`config.mk`:
```
export PLATFORM = sky130hd
export DESIGN_NAME = console_fifo_ctrl
export DESIGN_NICKNAME = d
export VERILOG_FILES = /design/src/rtl/console_pkg.sv /design/src/rtl/console_sfifo.sv /design/src/rtl/console_fifo_ctrl.sv
export SDC_FILE = /design/constraint.sdc
export NUM_CORES = 1
export LEC_CHECK = 0
export ABC_AREA = 1
export BUFFER_PORTS_ARGS = -buffer_cell sky130_fd_sc_hd__buf_2
export CORE_MARGIN = 4
export CORE_UTILIZATION = 40
export DETAILED_ROUTE_END_ITERATION = 10
export GPL_ROUTABILITY_DRIVEN = 0
export GPL_TIMING_DRIVEN = 0
export PLACE_DENSITY_LB_ADDON = 0.12
export RECOVER_POWER = 50
export REMOVE_ABC_BUFFERS = 1
export SYNTH_ARGS = -nofsm -noshare
export SYNTH_HDL_FRONTEND = slang
export SYNTH_SLANG_ARGS = --single-unit
```
`constraint.sdc`:
```
create_clock -name i_clk -period 4.3 [get_ports i_clk]
set_clock_uncertainty 0.2 [all_clocks]
set_input_delay 0.645 -clock i_clk [delete_from_list [all_inputs] [get_ports i_clk]]
set_output_delay 0.645 -clock i_clk [all_outputs]
set_load 0.01 [all_outputs]
```
`src/rtl/console_pkg.sv`:
```
// Shared constants and helpers for the console FIFO controller and its FIFOs.
package console_pkg;

    typedef enum logic [1:0] {
        RegSetup = 2'd0,
        RegFifo  = 2'd1,
        RegRx    = 2'd2,
        RegTx    = 2'd3
    } reg_addr_e;

    localparam int unsigned BitEmpty = 8;
    localparam int unsigned BitTxStb = 8;
    localparam int unsigned BitOvf   = 12;
    localparam int unsigned BitFlush = 12;
    localparam int unsigned BitTmo   = 13;
    localparam int unsigned BitFull  = 13;

    localparam logic [7:0]  DefThresh  = 8'd1;
    localparam logic [15:0] DefTimeout = 16'd0;

    // Thresholds of 0 behave as 1; anything beyond the FIFO depth saturates at the depth.
    function automatic logic [7:0] clamp_thresh(input logic [7:0] val, input logic [8:0] depth);
        if (val == 8'd0) begin
            return 8'd1;
        end
        if ({1'b0, val} > depth) begin
            return depth[7:0];
        end
        return val;
    endfunction

endpackage

```
`src/rtl/console_sfifo.sv`:
```
// Synchronous first-word-fall-through FIFO; a push into a full FIFO is only taken alongside a pop.
module console_sfifo #(
    parameter int unsigned BW     = 8,
    parameter int unsigned LGFLEN = 4
) (
    input  logic              i_clk,
    input  logic              i_reset_n,
    input  logic              i_push,
    input  logic              i_pop,
    input  logic              i_flush,
    input  logic [BW-1:0]     i_data,
    output logic [BW-1:0]     o_head,
    output logic              o_empty,
    output logic              o_full,
    output logic [LGFLEN:0]   o_fill
);

    localparam int unsigned       Depth     = 1 << LGFLEN;
    localparam logic [LGFLEN:0]   DepthFill = (LGFLEN + 1)'(Depth);
    localparam logic [LGFLEN:0]   FillOne   = 1;
    localparam logic [LGFLEN-1:0] PtrOne    = 1;

    logic [BW-1:0]     mem_q [Depth];
    logic [LGFLEN-1:0] wr_ptr_q, wr_ptr_d;
    logic [LGFLEN-1:0] rd_ptr_q, rd_ptr_d;
    logic [LGFLEN:0]   fill_q, fill_d;
    logic              do_push, do_pop;

    assign o_empty = (fill_q == '0);
    assign o_full  = (fill_q == DepthFill);
    assign o_fill  = fill_q;
    assign o_head  = mem_q[rd_ptr_q];

    // A pop on an empty FIFO is ignored, so a simultaneous push still lands.
    assign do_pop  = i_pop && !o_empty;
    assign do_push = i_push && (!o_full || do_pop);

    always_comb begin
        wr_ptr_d = wr_ptr_q;
        rd_ptr_d = rd_ptr_q;
        fill_d   = fill_q;
        if (i_flush) begin
            wr_ptr_d = '0;
            rd_ptr_d = '0;
            fill_d   = '0;
        end else begin
            if (do_push) begin
                wr_ptr_d = wr_ptr_q + PtrOne;
            end
            if (do_pop) begin
                rd_ptr_d = rd_ptr_q + PtrOne;
            end
            if (do_push && !do_pop) begin
                fill_d = fill_q + FillOne;
            end else if (do_pop && !do_push) begin
                fill_d = fill_q - FillOne;
            end
        end
    end

    always_ff @(posedge i_clk) begin
        if (!i_reset_n) begin
            wr_ptr_q <= '0;
            rd_ptr_q <= '0;
            fill_q   <= '0;
        end else begin
            wr_ptr_q <= wr_ptr_d;
            rd_ptr_q <= rd_ptr_d;
            fill_q   <= fill_d;
        end
    end

    always_ff @(posedge i_clk) begin
        if (do_push && !i_flush) begin
            mem_q[wr_ptr_q] <= i_data;
        end
    end

endmodule

```
`src/rtl/console_fifo_ctrl.sv`:
```
// Console channel controller: RX/TX FIFOs behind a 4-register pipelined Wishbone slave,
// with programmable thresholds, RX idle timeout and sticky overflow flags.
module console_fifo_ctrl
    import console_pkg::*;
#(
    parameter int unsigned BW     = 8,
    parameter int unsigned LGFLEN = 4
) (
    input  logic          i_clk,
    input  logic          i_reset_n,
    input  logic          i_wb_cyc,
    input  logic          i_wb_stb,
    input  logic          i_wb_we,
    input  logic [1:0]    i_wb_addr,
    input  logic [31:0]   i_wb_data,
    input  logic [3:0]    i_wb_sel,
    output logic          o_wb_stall,
    output logic          o_wb_ack,
    output logic [31:0]   o_wb_data,
    output logic          o_tx_stb,
    output logic [BW-1:0] o_tx_data,
    input  logic          i_tx_busy,
    input  logic          i_rx_stb,
    input  logic [BW-1:0] i_rx_data,
    output logic          o_rx_int,
    output logic          o_tx_int
);

    localparam int unsigned     Depth     = 1 << LGFLEN;
    localparam logic [8:0]      DepthW    = 9'(Depth);
    localparam logic [LGFLEN:0] DepthFill = (LGFLEN + 1)'(Depth);

    // Bus decode
    reg_addr_e addr;
    logic      wb_req, wb_wr, wb_rd;
    logic      setup_wr, rx_rd, rx_clr, tx_clr, tx_wr;
    logic      rx_flush, tx_flush;

    assign addr     = reg_addr_e'(i_wb_addr);
    assign wb_req   = i_wb_stb && i_wb_cyc;
    assign wb_wr    = wb_req && i_wb_we;
    assign wb_rd    = wb_req && !i_wb_we;
    assign setup_wr = wb_wr && (addr == RegSetup);
    assign rx_rd    = wb_rd && (addr == RegRx);
    assign rx_clr   = wb_wr && (addr == RegRx) && i_wb_data[BitFlush];
    assign tx_clr   = wb_wr && (addr == RegTx) && i_wb_data[BitFlush];
    assign tx_wr    = wb_wr && (addr == RegTx) && !i_wb_data[BitFlush] && i_wb_sel[0];
    assign rx_flush = setup_wr || rx_clr;
    assign tx_flush = setup_wr || tx_clr;

    // FIFOs
    logic [BW-1:0]   rx_head, tx_head;
    logic            rx_empty, rx_full, tx_empty, tx_full, tx_pop;
    logic [LGFLEN:0] rx_fill, tx_fill, tx_free;

    assign tx_pop  = !tx_empty && !i_tx_busy;
    assign tx_free = DepthFill - tx_fill;

    console_sfifo #(
        .BW     (BW),
        .LGFLEN (LGFLEN)
    ) u_rx_fifo (
        .i_clk     (i_clk),
        .i_reset_n (i_reset_n),
        .i_push    (i_rx_stb),
        .i_pop     (rx_rd),
        .i_flush   (rx_flush),
        .i_data    (i_rx_data),
        .o_head    (rx_head),
        .o_empty   (rx_empty),
        .o_full    (rx_full),
        .o_fill    (rx_fill)
    );

    console_sfifo #(
        .BW     (BW),
        .LGFLEN (LGFLEN)
    ) u_tx_fifo (
        .i_clk     (i_clk),
        .i_reset_n (i_reset_n),
        .i_push    (tx_wr),
        .i_pop     (tx_pop),
        .i_flush   (tx_flush),
        .i_data    (i_wb_data[BW-1:0]),
        .o_head    (tx_head),
        .o_empty   (tx_empty),
        .o_full    (tx_full),
        .o_fill    (tx_fill)
    );

    assign o_tx_stb  = !tx_empty;
    assign o_tx_data = tx_head;

    // Setup, flags and idle timer
    logic [7:0]  rx_thresh_q, rx_thresh_d;
    logic [7:0]  tx_thresh_q, tx_thresh_d;
    logic [15:0] timeout_q, timeout_d;
    logic [15:0] tmo_cnt_q, tmo_cnt_d;
    logic        rx_ovf_q, rx_ovf_d;
    logic        rx_tmo_q, rx_tmo_d;
    logic        tx_ovf_q, tx_ovf_d;
    logic        rx_drop, tx_drop, tmo_restart, tmo_hit;

    // A full RX FIFO still accepts a character when a read pops in the same cycle.
    assign rx_drop     = i_rx_stb && rx_full && !rx_rd && !rx_flush;
    assign tx_drop     = tx_wr && tx_full && !tx_pop;
    assign tmo_restart = i_rx_stb || rx_rd || rx_empty;
    assign tmo_hit     = !tmo_restart && (timeout_q != '0) && (tmo_cnt_q == timeout_q);

    always_comb begin
        rx_thresh_d = rx_thresh_q;
        tx_thresh_d = tx_thresh_q;
        timeout_d   = timeout_q;
        if (setup_wr) begin
            if (i_wb_sel[0]) rx_thresh_d = clamp_thresh(i_wb_data[7:0], DepthW);
            if (i_wb_sel[1]) tx_thresh_d = clamp_thresh(i_wb_data[15:8], DepthW);
            if (i_wb_sel[2]) timeout_d[7:0] = i_wb_data[23:16];
            if (i_wb_sel[3]) timeout_d[15:8] = i_wb_data[31:24];
        end
    end

    always_comb begin
        tmo_cnt_d = tmo_cnt_q;
        if (tmo_restart) begin
            tmo_cnt_d = '0;
        end else if (!tmo_hit && (tmo_cnt_q != '1)) begin
            tmo_cnt_d = tmo_cnt_q + 16'd1;
        end
    end

    always_comb begin
        rx_ovf_d = rx_ovf_q;
        rx_tmo_d = rx_tmo_q;
        tx_ovf_d = tx_ovf_q;
        if (tmo_hit) rx_tmo_d = 1'b1;
        if (rx_rd) begin
            rx_tmo_d = 1'b0;
            if (!rx_empty) rx_ovf_d = 1'b0;
        end
        if (rx_drop) rx_ovf_d = 1'b1;
        if (tx_drop) tx_ovf_d = 1'b1;
        if (rx_flush) begin
            rx_ovf_d = 1'b0;
            rx_tmo_d = 1'b0;
        end
        if (tx_flush) tx_ovf_d = 1'b0;
    end

    // Read mux, sampled at the strobe edge so RXREG sees the head before its pop.
    logic [31:0] rd_data;

    always_comb begin
        rd_data = '0;
        unique case (addr)
            RegSetup: rd_data = {timeout_q, tx_thresh_q, rx_thresh_q};
            RegFifo: begin
                rd_data[31:28] = 4'(LGFLEN);
                rd_data[27:16] = 12'(tx_free);
                rd_data[11:0]  = 12'(rx_fill);
            end
            RegRx: begin
                if (!rx_empty) rd_data[BW-1:0] = rx_head;
                rd_data[BitEmpty] = rx_empty;
                rd_data[BitOvf]   = rx_ovf_q;
                rd_data[BitTmo]   = rx_tmo_q;
            end
            RegTx: begin
                if (!tx_empty) rd_data[BW-1:0] = tx_head;
                rd_data[BitTxStb] = !tx_empty;
                rd_data[BitOvf]   = tx_ovf_q;
                rd_data[BitFull]  = tx_full;
            end
            default: rd_data = '0;
        endcase
    end

    // Three-stage ack pipeline; dropping cyc kills anything in flight.
    logic        req1_q, req1_d, req2_q, req2_d, ack_q, ack_d;
    logic [31:0] data1_q, data1_d, data2_q, data2_d, wb_data_q, wb_data_d;
    logic        rx_int_q, rx_int_d, tx_int_q, tx_int_d;

    always_comb begin
        req1_d    = wb_req;
        data1_d   = wb_rd ? rd_data : '0;
        req2_d    = req1_q && i_wb_cyc;
        data2_d   = data1_q;
        ack_d     = req2_q && i_wb_cyc;
        wb_data_d = data2_q;
        rx_int_d  = (8'(rx_fill) >= rx_thresh_q) || rx_tmo_q;
        tx_int_d  = (8'(tx_free) >= tx_thresh_q);
    end

    always_ff @(posedge i_clk) begin
        if (!i_reset_n) begin
            rx_thresh_q <= DefThresh;
            tx_thresh_q <= DefThresh;
            timeout_q   <= DefTimeout;
            tmo_cnt_q   <= '0;
            rx_ovf_q    <= 1'b0;
            rx_tmo_q    <= 1'b0;
            tx_ovf_q    <= 1'b0;
            req1_q      <= 1'b0;
            req2_q      <= 1'b0;
            ack_q       <= 1'b0;
            data1_q     <= '0;
            data2_q     <= '0;
            wb_data_q   <= '0;
            rx_int_q    <= 1'b0;
            tx_int_q    <= 1'b1;
        end else begin
            rx_thresh_q <= rx_thresh_d;
            tx_thresh_q <= tx_thresh_d;
            timeout_q   <= timeout_d;
            tmo_cnt_q   <= tmo_cnt_d;
            rx_ovf_q    <= rx_ovf_d;
            rx_tmo_q    <= rx_tmo_d;
            tx_ovf_q    <= tx_ovf_d;
            req1_q      <= req1_d;
            req2_q      <= req2_d;
            ack_q       <= ack_d;
            data1_q     <= data1_d;
            data2_q     <= data2_d;
            wb_data_q   <= wb_data_d;
            rx_int_q    <= rx_int_d;
            tx_int_q    <= tx_int_d;
        end
    end

    assign o_wb_stall = 1'b0;
    assign o_wb_ack   = ack_q;
    assign o_wb_data  = wb_data_q;
    assign o_rx_int   = rx_int_q;
    assign o_tx_int   = tx_int_q;

endmodule
```
==> flow_summary.json, run 1 <==
{
  "synth_xor_area_share_pct": 1.04,
  "finalNetCount": 2228,
  "arrival_ns": 3.23,
  "ir_drop_mv": 0.436,
  "yosysWarnings": 0,
  "vias": 13200,
  "hold_buffers": 0,
  "cts_tree": "done",
  "ys_seq_elements": 442,
  "clkSlewWorstSetupHoldPaths_ns": 0.06,
  "pin_count": 98,
  "synth_top_area_cell": "edfxtp_1",
  "htreeDepth": 2,
  "start_kind": "flip-flop",
  "grt_start_max_net_pins": 93,
  "synth.mux.area_fraction_pct": 0,
  "avgSynthCellArea_um2": 9.03,
  "synthAdderAreaFrac_pct": 2.37,
  "ys_seq_area_share_pct": 61.3,
  "io_buffers": 96,
  "dp_hpwl_mm": 29.0,
  "cp.required_ns": 3.45,
  "min_to": "data1_q[30]$_SDFF_PN0_",
  "r2r-end": "data1_q[4]$_SDFF_PN0_",
  "fin_util_pct": 46.2,
  "violations": "capacitance limit, slew limit",
  "path_delay_family": "buffers and inverters",
  "critical_path.cell_chain": "buf_12 -> inv_2 -> nand2_1 -> nand2_1 -> nand2_1 -> nand3_1 -> nand3_1 -> nand2_1 -> buf_2",
  "synth_top_family_by_area": "simple AND/OR/NAND/NOR gates",
  "synth.distinct_cells": 41,
  "critical-path-slowest-cell": "inv_2",
  "maxSlewViolCount": 93,
  "hold_class": "in2reg",
  "synth-edff-count": 256,
  "numCtsBuffers": 48,
  "synthTopCellsByArea": "edfxtp_1 41%, dfxtp_1 20%, nand2_1 14%",
  "die_w_um": 224,
  "holdWs_ns": 0.111,
  "grt_setup_unrepaired": "true",
  "overflow": 0,
  "viasPerCell": 4.77,
  "synth-simple-area-share_pct": 23.4,
  "hold_path_depth": 2,
  "clock-sinks": 442,
  "clockBufferDepth": 3,
  "status": "finished, violations left",
  "dp.cells": 2689,
  "reg2reg_depth": 9,
  "cp_slowest_stage_delay_ns": 0.85,
  "drc": 0,
  "synth_flop_cell": "edfxtp_1",
  "area_growth_syn_to_layout_pct": 13.5,
  "max_freq_mhz": 245,
  "r2r_slack_ns": 0.51,
  "yosysTopAreaCellShare_pct": 41.3,
  "synth_area_mm2": 0.0186,
  "finalSetupViolCount": 0,
  "period_share_pct": 94.8,
  "critPathMostFrequentCell": "nand2_1",
  "cp_num_buf_inv": 3,
  "first_global_vias": 12900,
  "coreArea_mm2": 0.0457,
  "ant_nets": 0,
  "worstHoldStart": "i_wb_addr[1]",
  "antenna_found_initial": 0,
  "num_rows": 78,
  "wl_per_cell_um": 16.2,
  "grt_pass1_wl_mm": 70.7,
  "cts_setup_buffers": 0,
  "worst_slew_pin_slew_ns": 1.84,
  "crit_path_end_kind": "output pin",
  "ctsResizeCount": 0,
  "die_area_mm2": 0.0500,
  "critPathKind": "reg2out",
  "clockRootBuffer": "clkbuf_16",
  "synth_compound_area_share_pct": 4.23,
  "setup_ws_ns": 0.222,
  "drtPass1Iterations": 7,
  "drt_iter0_drc": 961,
  "leakagePower_nw": 9.13,
  "critPathMaxFanout": 63,
  "crit_cells": 9,
  "min_period_ns": 4.08,
  "drv_cap": 1,
  "drive_gt1_share_pct": 7.85,
  "syn_inst": 2060,
  "die_h_um": 224,
  "initial_core_util_pct": 40.7,
  "pre_cts_slack_ns": 0.0473,
  "p_per_area_mw_per_mm2": 493,
  "slew-limit-headroom_pct": -22.7,
  "setup_tns_ns": 0,
  "ys_async_sr_fraction_pct": 0,
  "grt_usage_pct": 17.7,
  "finalNonFillerCells": 2780,
  "hold_viol_final": 0,
  "clock_latency_ns": 0.58,
  "routed_wl_mm": 45.0
}
per-stage QoR:
step	total power, mW	instance area (um^2)
CTS	10.5	21200
detailed placement	6.40	19600
global route	10.9	21100
floorplan	5.80	18300
global placement	6.38	19500
finish	10.4	21100
report_power, final:
group	switching [mW]	internal, mW
logic	1.10	0.527
clock network	1.65	2.46
registers	0.120	4.56
total	2.87	7.55
cell type report:
| cell class | count | area [um^2] |
|---|---|---|
| Timing Repair inverter | 1 | 5.00 |
| Antenna cell | 1 | 2.50 |
| Clock buffer | 73 | 1420 |
| Multi-Input combinational cell | 1249 | 5760 |
| Clock inverter | 15 | 174 |
| Timing Repair Buffer | 99 | 464 |
| Inverter | 300 | 1130 |
| Sequential cell | 442 | 11400 |
| Tap cell | 600 | 751 |
| Fill cell | 4410 | 24600 |
Yosys cell counts, types with 3 or more instances:
| cell type | instances |
|---|---|
| buf_2 | 23 |
| a21oi_2 | 9 |
| o21ai_0 | 52 |
| dfxtp_1 | 186 |
| ha_1 | 32 |
| nor2_1 | 145 |
| xor2_1 | 18 |
| nor2_2 | 3 |
| a211oi_1 | 8 |
| edfxtp_1 | 256 |
| inv_2 | 23 |
| nand4_1 | 11 |
| a21oi_1 | 57 |
| nand3_1 | 186 |
| nor3_1 | 22 |
| a22oi_1 | 5 |
| clkbuf_1 | 42 |
| xnor2_1 | 4 |
| nand2_2 | 3 |
| o211ai_1 | 4 |
| inv_1 | 276 |
| nand2_1 | 671 |
logic make-up (layout without fill, tap and decap cells):
| family | Yosys count | in the layout |
|---|---|---|
| AND/OR/NAND/NOR | 1053 | 1053 |
| flip-flops | 442 | 442 |
| XOR/XNOR | 22 | 22 |
| AO/OA/AOI/OAI | 139 | 139 |
| other | 1 | 2 |
| adder cells (fa/ha/maj) | 34 | 34 |
| buffers and inverters | 369 | 488 |
routing by layer:
metal | GRT usage [%] | vias to the layer above | part of all wire (%)
li1 | - | 6742 | -
met1 | 24.1 | 6169 | 46
met2 | 29.0 | 252 | 47
met3 | 2.74 | 86 | 4.1
met4 | 6.08 | 0 | 2.9
met5 | 0 | - | 0
worst max path at each step:
| stage | from | endpoint |
|---|---|---|
| floorplan | flip-flop | o_tx_data[0] |
| global placement | flip-flop | o_tx_data[4] |
| detailed placement | flip-flop | data1_q[5]$_SDFF_PN0_ |
| CTS | flip-flop | data1_q[5]$_SDFF_PN0_ |
| global route | flip-flop | o_tx_data[0] |
| finish | flip-flop | o_tx_data[0] |
flip-flops by register name, indices dropped and copies added, names as in the netlist, 8 cells and up, named ones only:
register	cells
o_wb_data	32
tmo_cnt_q	16
timeout_q	16
rx_thresh_q	8
tx_thresh_q	8
data1_q	32
u_rx_fifo.mem_q	128
u_tx_fifo.mem_q	128
data2_q	32
cell usage in the layout (no fill, tap or decap), drive strengths merged:
cell / n
xor2: 18
o21ai: 52
a21oi: 66
edfxtp: 256
diode: 1
a21o: 1
nor4: 1
inv: 300
clkinv: 8
bufinv: 3
and3: 2
nand2: 676
o221ai: 1
clkinvlp: 5
nand4: 11
a211oi: 9
buf: 47
dfxtp: 186
nand3: 188
o211ai: 4
conb: 1
xnor2: 4
ha: 32
clkbuf: 125
or2: 1
fa: 2
o22ai: 1
nor2: 150
a22oi: 5
nand3b: 1
nor3: 23
Note: power is estimated with default switching activity, not from simulation.
==> run 2: changes to the inputs <==
--- a/config.mk
+++ b/config.mk
@@ -12,7 +12,6 @@
 export DETAILED_ROUTE_END_ITERATION = 10
 export GPL_ROUTABILITY_DRIVEN = 0
 export GPL_TIMING_DRIVEN = 0
-export PLACE_DENSITY_LB_ADDON = 0.12
 export RECOVER_POWER = 50
 export REMOVE_ABC_BUFFERS = 1
 export SYNTH_ARGS = -nofsm -noshare
==> constraint.sdc (replaced) <==
create_clock -name i_clk -period 4.3 [get_ports i_clk]
set_clock_uncertainty 0.2 [all_clocks]
set_input_delay 0.645 -clock i_clk [delete_from_list [all_inputs] [get_ports i_clk]]
set_output_delay 0.645 -clock i_clk [all_outputs]
set_load 0.005 [all_outputs]
==> flow_summary.json, run 2 (synthesis results as in run 1) <==
{
  "status": "finished, violations left",
  "violations": "capacitance limit, slew limit",
  "mostFrequentLayoutCells": "671 x nand2_1, 276 x inv_1, 256 x edfxtp_1",
  "drc": 0,
  "dp.cells": 2689,
  "dp_hpwl_mm": 28.5,
  "critical_path.cell_chain": "buf_12 -> inv_2 -> nand2_1 -> nand2_1 -> nand2_1 -> nand3_1 -> nand3_1 -> nand2_1 -> buf_2",
  "p_per_area_mw_per_mm2": 482,
  "grtUsageMet1_pct": 23.4,
  "numCtsBuffers": 47,
  "drive_gt1_share_pct": 7.95,
  "cts_tree": "done",
  "swShare_pct": 27.9,
  "hold_viol_final": 0,
  "coreArea_mm2": 0.0457,
  "critPathMostFrequentCell": "nand2_1",
  "clock-sinks": 442,
  "holdWs_ns": 0.114,
  "critPathKind": "reg2out",
  "start_kind": "flip-flop",
  "grt_util_met3_pct": 2.61,
  "drv_cap": 1,
  "critPathCapture": "o_tx_data[0]",
  "wl_per_cell_um": 15.6,
  "die_area_mm2": 0.0500,
  "max_freq_mhz": 249,
  "grt_start_max_net_pins": 93,
  "drt_iter0_drc": 1069,
  "r2r_slack_ns": 0.56,
  "routed_wl_mm": 43.2,
  "p_comb_share_pct": 15.9,
  "slew-limit-headroom_pct": -16.1,
  "cts_setup_buffers": 0,
  "layout_commonest_cell": "nand2_1",
  "hold_class": "in2reg",
  "finalNonFillerCells": 2778,
  "finalNetCount": 2226,
  "area_growth_syn_to_layout_pct": 12.9,
  "r2r-end": "u_tx_fifo.o_fill[4]$_SDFFE_PP0P_",
  "critPathMaxFanout": 63,
  "ant_nets": 0,
  "clkSlewWorstSetupHoldPaths_ns": 0.06,
  "initial_core_util_pct": 40.7,
  "antenna_found_initial": 2,
  "grt_util_met2_pct": 27.7,
  "drtPass1Iterations": 5,
  "power.internal_mw": 7.29,
  "grt_setup_unrepaired": "false",
  "viasPerCell": 4.82,
  "arrival_ns": 3.17,
  "grt_pass1_wl_mm": 68.4,
  "maxSlewViolCount": 93,
  "clockRootBuffer": "clkbuf_16",
  "r2r-start": "u_tx_fifo.o_fill[0]$_SDFFE_PP0P_",
  "overflow": 0,
  "reg2reg_depth": 19,
  "htreeDepth": 2,
  "cp_slowest_stage_delay_ns": 0.82,
  "num_rows": 78,
  "fillers": 4385,
  "vias": 13400,
  "leakagePower_nw": 9.11,
  "period_share_pct": 93.4,
  "top_usage_layer": "met2",
  "hold_buffers": 0,
  "power_frac_clock_pct": 37.8,
  "crit_path_end_kind": "output pin",
  "switchingPower_mw": 2.82,
  "ctsResizeCount": 0,
  "worst_slew_pin_slew_ns": 1.74,
  "critical-path-slowest-cell": "inv_2",
  "clock_latency_ns": 0.59,
  "die_w_um": 224,
  "grt_usage_pct": 17.0,
  "io_buffers": 96,
  "die_h_um": 224,
  "first_global_vias": 12700,
  "clockBufferDepth": 3,
  "finalSetupViolCount": 0,
  "power_mw": 10.1,
  "min_period_ns": 4.02,
  "ir_drop_mv": 0.312,
  "cp.required_ns": 3.45,
  "reg.largest.list": "u_rx_fifo.mem_q x128, u_tx_fifo.mem_q x128",
  "pin_count": 98,
  "power_frac_seq_pct": 46.3
}
run 2: worst max-delay path, delay by kind of cell, from the launching register on:
family | cells | cell delay (ns)
buffers and inverters | 3 | 1.25
flip-flops | 1 | 0.49
AND/OR/NAND/NOR | 6 | 0.80
run 2: final cells by class:
class / instances / area [um^2] / share of cell area, %
Tap cell: 600 / 751 / 3.58
Timing Repair Buffer: 98 / 467 / 2.22
Inverter: 300 / 1130 / 5.36
Sequential cell: 442 / 11400 / 54.4
Antenna cell: 1 / 2.50 / 0.0119
Clock buffer: 74 / 1330 / 6.33
Clock inverter: 13 / 134 / 0.638
Timing Repair inverter: 1 / 5.00 / 0.0238
Multi-Input combinational cell: 1249 / 5770 / 27.5
run 2: how the worst min path moves through the flow:
stage                                      start                     end  slack [ns]  cells after the start
after global routing                i_wb_addr[1]  data1_q[30]$_SDFF_PN0_        0.11                      2
after CTS                           i_wb_addr[1]  data1_q[30]$_SDFF_PN0_        0.08                      2
after floorplan            data1_q[0]$_SDFF_PN0_   data2_q[0]$_SDFF_PN0_        0.19                      2
after global placement    data1_q[21]$_SDFF_PN0_  data2_q[21]$_SDFF_PN0_        0.20                      2
final                               i_wb_addr[1]  data1_q[30]$_SDFF_PN0_        0.11                      2
after detailed placement  data1_q[22]$_SDFF_PN0_  data2_q[22]$_SDFF_PN0_        0.20                      2
run 2: metal layers:
layer	vias to the layer above	wire length, um	share of wire [%]
met5	-	13	0.030
met4	2	1150	2.7
met3	72	2430	5.6
met2	327	20500	47
met1	6240	19200	44
li1	6742	-	-
run 2: power by group through the flow:
stage          Clock, mW  Sequential, mW  Combinational, mW
5_1_grt             4.10            4.70               1.83
3_3_place_gp           0            4.83               1.50
3_5_place_dp           0            4.77               1.60
4_1_cts             3.91            4.68               1.61
6_report            3.82            4.68               1.60
2_1_floorplan          0            4.77               1.01
run 2: through the flow:
step | area [um^2] | TNS, ns | utilization [%] | setup slack (ns)
final | 21000 | 0 | 46.0 | 0.285
after global routing | 21000 | 0 | 46.0 | 0.0983
after CTS | 21000 | 0 | 46.1 | 0.275
after detailed placement | 19600 | 0 | 42.9 | 0.378
after global placement | 19500 | -9.77 | 42.8 | -0.866
after floorplan | 18300 | 0 | - | 0.954
